[src/rtl/cmp_track_32.sv]
// cmp_track_32: per-frame statistics on the output of the 32-bit magnitude
// comparator. Counts outcome flags, tracks the running max/min of all accepted
// operands and flags malformed (non-one-hot) flag sets. Results hold after
// the frame until the next accepted start or reset.
//
// Handshake: a pair is accepted on a rising edge where in_valid and in_ready
// are both high; in_ready depends only on the state register (high in RUN),
// never on in_valid, and a pair offered while in_ready is low is dropped.
module cmp_track_32 #(
  parameter int CNT_W = 16
) (
  input  logic             clk,
  input  logic             rst,
  input  logic             start,
  input  logic [CNT_W-1:0] len,
  input  logic             in_valid,
  output logic             in_ready,
  input  logic [31:0]      P,
  input  logic [31:0]      Q,
  input  logic             PBIG,
  input  logic             SAME,
  input  logic             QBIG,
  output logic             busy,
  output logic             done,
  output logic [CNT_W-1:0] pbig_cnt,
  output logic [CNT_W-1:0] same_cnt,
  output logic [CNT_W-1:0] qbig_cnt,
  output logic [31:0]      max_val,
  output logic [31:0]      min_val,
  output logic             err,
  output logic [1:0]       dbg_state
);

  typedef enum logic [1:0] {
    IDLE = 2'd0,
    RUN  = 2'd1,
    DONE = 2'd2
  } state_t;

  localparam logic [CNT_W-1:0] ONE = {{(CNT_W-1){1'b0}}, 1'b1};

  state_t           state;
  state_t           state_nx;
  logic [CNT_W-1:0] len_q;
  logic [CNT_W-1:0] acc_cnt;   // pairs accepted so far in this frame
  logic             first_q;   // next accepted pair is the first of the frame

  logic             accept;
  logic             last_pair;
  logic             onehot;
  logic [31:0]      hi;
  logic [31:0]      lo;

  assign in_ready  = (state == RUN);
  assign busy      = (state == RUN);
  assign done      = (state == DONE);
  assign dbg_state = state;

  assign accept    = in_valid & in_ready;
  // len_q is never zero while in RUN, so len_q - 1 cannot wrap.
  assign last_pair = (acc_cnt == (len_q - ONE));
  // Odd number of flags set, excluding the all-three case, is exactly one.
  assign onehot    = (PBIG ^ SAME ^ QBIG) & ~(PBIG & SAME & QBIG);
  // Flags are trusted for ordering, even on an error pair.
  assign hi        = PBIG ? P : Q;
  assign lo        = PBIG ? Q : P;

  // State register.
  always_ff @(posedge clk or posedge rst) begin
    if (rst) state <= IDLE;
    else     state <= state_nx;
  end

  // Next-state decode; start is only honoured in IDLE.
  always_comb begin
    state_nx = state;
    case (state)
      IDLE: if (start) state_nx = (len == '0) ? DONE : RUN;
      RUN:  if (accept && last_pair) state_nx = DONE;
      DONE: state_nx = IDLE;
      default: state_nx = IDLE;
    endcase
  end

  // Frame setup on accepted start, then per-pair statistics update.
  always_ff @(posedge clk or posedge rst) begin
    if (rst) begin
      len_q    <= '0;
      acc_cnt  <= '0;
      first_q  <= 1'b1;
      pbig_cnt <= '0;
      same_cnt <= '0;
      qbig_cnt <= '0;
      max_val  <= '0;
      min_val  <= '0;
      err      <= 1'b0;
    end else if (state == IDLE && start) begin
      len_q    <= len;
      acc_cnt  <= '0;
      first_q  <= 1'b1;
      pbig_cnt <= '0;
      same_cnt <= '0;
      qbig_cnt <= '0;
      max_val  <= '0;
      min_val  <= '0;
      err      <= 1'b0;
    end else if (accept) begin
      acc_cnt <= acc_cnt + ONE;
      first_q <= 1'b0;
      if (onehot) begin
        if (PBIG && pbig_cnt != '1) pbig_cnt <= pbig_cnt + ONE;
        if (SAME && same_cnt != '1) same_cnt <= same_cnt + ONE;
        if (QBIG && qbig_cnt != '1) qbig_cnt <= qbig_cnt + ONE;
      end else begin
        err <= 1'b1;
      end
      if (first_q) begin
        max_val <= hi;
        min_val <= lo;
      end else begin
        if (hi > max_val) max_val <= hi;
        if (lo < min_val) min_val <= lo;
      end
    end
  end

endmodule

[config.mk]
export PLATFORM = sky130hd
export DESIGN_NAME = cmp_track_32
export DESIGN_NICKNAME = d
export VERILOG_FILES = /design/src/rtl/cmp_track_32.sv
export SDC_FILE = /design/constraint.sdc
export NUM_CORES = 1
export LEC_CHECK = 0
export ABC_CLOCK_PERIOD_IN_PS = 5800
export BUFFER_PORTS_ARGS = -buffer_cell sky130_fd_sc_hd__clkbuf_2
export CAP_MARGIN = 20
export CORE_MARGIN = 3
export CORE_UTILIZATION = 53
export DETAILED_ROUTE_END_ITERATION = 8
export PLACE_DENSITY_LB_ADDON = 0.1
export SYNTH_ARGS = -nofsm -noshare
export SYNTH_HDL_FRONTEND = slang
export SYNTH_SLANG_ARGS = --single-unit
[constraint.sdc]
create_clock -name clk -period 5.8 [get_ports clk]
set_clock_uncertainty 0.05 [all_clocks]
set_input_delay 0.29 -clock clk [delete_from_list [all_inputs] [get_ports clk]]
set_output_delay 0.29 -clock clk [all_outputs]
set_load 0.01 [all_outputs]
==> impl_results.md <==
- Post-CTS sizing: 0
- Fmax: 0.275 GHz
- Synth cell count leaders: 147 x dfrtp_1, 115 x nand2_1, 111 x nor2_1
- Worst-path cell chain: clkbuf_2 -> buf_12 -> mux2_2 -> ha_1 -> nand4_1 -> nor4_1 -> o211ai_1 -> a31oi_1 -> a21o_1 -> buf_16 -> nand2_1 -> nand3_1
- Initial Util: 55.1%
- Synth cell types: 59
- Max-cap violations: 0
- FF-to-FF path depth: 10
- Number of synthesized flops with an enable pin: 0
- Antenna diode count: 0
- RSZ-0062 raised after global routing: false
- Total CTS buffers: 17
- Routed wire per std cell: 17.1 um
- Clock power frac: 22.6%
- Cell taking the most area after synthesis: dfrtp_1
- Syn Inst Count: 1063
- R2R Path Start: min_val[30]
- Placer Congestion: 0.836
- Die Area: 20000 um2
- Mapped cell area: 9730 um2
- DRT Pass-1 Iters: 6
- Top post-synthesis cells by area: dfrtp_1 38%, mux2_2 11%, ha_1 8.9%
- Die Span Y: 142 um
- Sequential area share after synthesis: 38.1%
- Slowest CP cell: nor4_1
- Measured slew at the worst slew-check pin: 1020 ps
- Period minus WS final: 3640 ps
- Startpoint type of the worst setup path: input pin
- Port Buffers: 204
- P_leak: 5.68 nW
- Share of cells above drive strength 1: 28.3%
- Layout Nets: 1398
- Avg Cell Area, Syn: 9.16 um2
- Top FF cell, synth: dfrtp_1
- Sw frac: 40.9%
- Syn. warnings: 0
- Final hold violation count: 14
- Grt total ovfl: 0
- Max VDD drop: 294 uV
- Slew Limit Fails: 0
- Top cell type's share of synthesized area: 37.8%
- HP Class: input pin to asynchronous set/reset pin
- CTS tree: built
- Power density over the cells: 458 nW/um2
- R2r setup slk: 2820 ps
- Internal Power: 0.00313 W
- Area growth syn-to-layout: 19.0%
- Crit Path Max Fanout: 43
- Clk slew on worst S/H paths: 70 ps
- DRC Markers: 0
- Via/cell ratio: 5.69
- Comb power frac: 44.7%
- Net Switching: 0.00217 W
- Setup_tns: 0 ps
- Worst Path Arrival: 3940 ps
- Total number of clock tree sinks: 148
- Clk_lat worst skew: 430 ps
- Post-route ant nets: 0
- Num ports: 205
- Largest net degree at the start of global routing: 95
- Row cnt: 48
- # H-tree levels: 4
- Post-synth ARST share: 100%
- Core area: 17700 um2
- Antenna violations before repair: 0
- GR Util All Layers: 25.9%
- Vias in the first global route: 8435
- Violated checks: negative hold slack
- Hold Slack: -49.0 ps
- Post-detailed-placement half-perimeter wirelength: 17900 um
- Post-Route WL: 25300 um
- CTS hold repair buffers: 0
- Clock tree buffer depth: 2
- Width of the chip: 142 um
- Post-CTS setup buffers: 0
- WS Path Type: input pin to flip-flop
- Worst EP required: 6100 ps
- Net Count, Synth: 1219
- Fin util: 65.6%
- Largest stage delay, worst path: 600 ps
- Final Cycle Share: 62.7%
- Setup Viol. Count Final: 0
- Status: finished with violations
- R2R Path End: min_val[22]
- Vias: 8428
- CP endpoint kind: flip-flop
- Iteration-0 DRC Markers: 462
- First-pass GRT wire length: 42400 um
- Rel. slew slack: 31.8%
- #FFs+latches synth: 148
- Count leader, synth: dfrtp_1
- Root Buffer: clkbuf_16
- Seq pwr share: 32.7%
## power groups by stage
stage	clock network (W)	registers [W]	logic [W]
floorplan	0	0.00177	0.00157
global placement	0	0.00174	0.00231
detailed placement	0	0.00174	0.00235
CTS	0.00122	0.00173	0.00237
global route	0.00126	0.00179	0.00269
finish	0.00120	0.00173	0.00237
## sequential cells by signal, indices dropped and copies added (netlist names)
signal     flops
same_cnt      16
qbig_cnt      16
max_val       32
first_q        1
pbig_cnt      16
len_q         16
dbg_state      2
acc_cnt       16
min_val       32
err            1
## metrics by stage
stage                     total power [W]  area (um2)  setup slack (ps)  std cells
after global placement            0.00405       10900              1500       1447
after floorplan                   0.00333        9730              1480       1063
final                             0.00530       11600              2160       1480
after global routing              0.00575       11600              1840       1480
after CTS                         0.00532       11600              1780       1479
after detailed placement          0.00410       10900              1340       1447
## layout by cell type, fill, tap and decap left out, types with 4 or more instances in the layout
cell type | synthesis | layout
a21o_1 | 11 | 11
a32oi_1 | 32 | 32
clkbuf_16 | 0 | 17
bufinv_16 | 0 | 4
nor4_1 | 9 | 9
nand4_1 | 26 | 26
o21ai_0 | 23 | 23
or3_1 | 9 | 9
nand2_1 | 115 | 115
clkinv_4 | 0 | 4
and4_1 | 7 | 7
buf_4 | 2 | 7
o211ai_1 | 8 | 8
clkbuf_2 | 0 | 204
nor2_1 | 111 | 109
a21oi_1 | 30 | 30
xnor2_1 | 37 | 37
nor2b_1 | 6 | 6
and3_1 | 9 | 9
inv_1 | 78 | 77
xor2_1 | 34 | 34
nand3_1 | 86 | 86
ha_1 | 69 | 69
a211oi_1 | 5 | 5
dfrtp_1 | 147 | 147
mux2_2 | 94 | 94
nor3_1 | 9 | 9
mux2i_1 | 9 | 9
o31ai_1 | 5 | 5
## cell families (layout without fill, tap and decap cells)
family,after synthesis,in the layout,share of synthesized area (%)
mux,103,103,11.8
flops,148,148,38.1
buf+inv,131,323,5.46
fa+ha+maj,69,69,8.87
xor+xnor,71,71,6.39
simple gates,406,406,19.7
compound gates,135,135,9.68
## routing by layer
layer | share of wire (%) | GRT usage (%) | wire length, um | up-vias
met5 | 0 | 0 | 0 | -
met4 | 2.2 | 8.13 | 551 | 0
met3 | 6.3 | 5.43 | 1580 | 39
met2 | 47 | 41.8 | 11800 | 268
met1 | 45 | 35.2 | 11400 | 4012
li1 | - | - | - | 4109
## worst max-delay path by stage
stage | start | end
2_1_floorplan | rst | acc_cnt[0]
3_3_place_gp | PBIG | min_val[28]
3_5_place_dp | PBIG | min_val[22]
4_1_cts | PBIG | min_val[22]
5_1_grt | PBIG | min_val[17]
6_report | PBIG | min_val[22]
## worst max-delay path, delay by kind of cell
family | cells | cell delay (ps)
multiplexers | 1 | 400
adder cells (fa/ha/maj) | 1 | 300
AND/OR/NAND/NOR | 4 | 970
buffers and inverters | 3 | 1040
AO/OA/AOI/OAI | 3 | 900
## area by class of cell
type | count | area [um2]
clock buffer | 18 | 429
clock inverter | 14 | 201
fill | 1505 | 6080
inverter | 78 | 298
multi-input combinational | 784 | 5540
sequential | 148 | 3700
tap | 225 | 282
timing repair buffer | 213 | 1120
(Power assumes the default switching activity.)
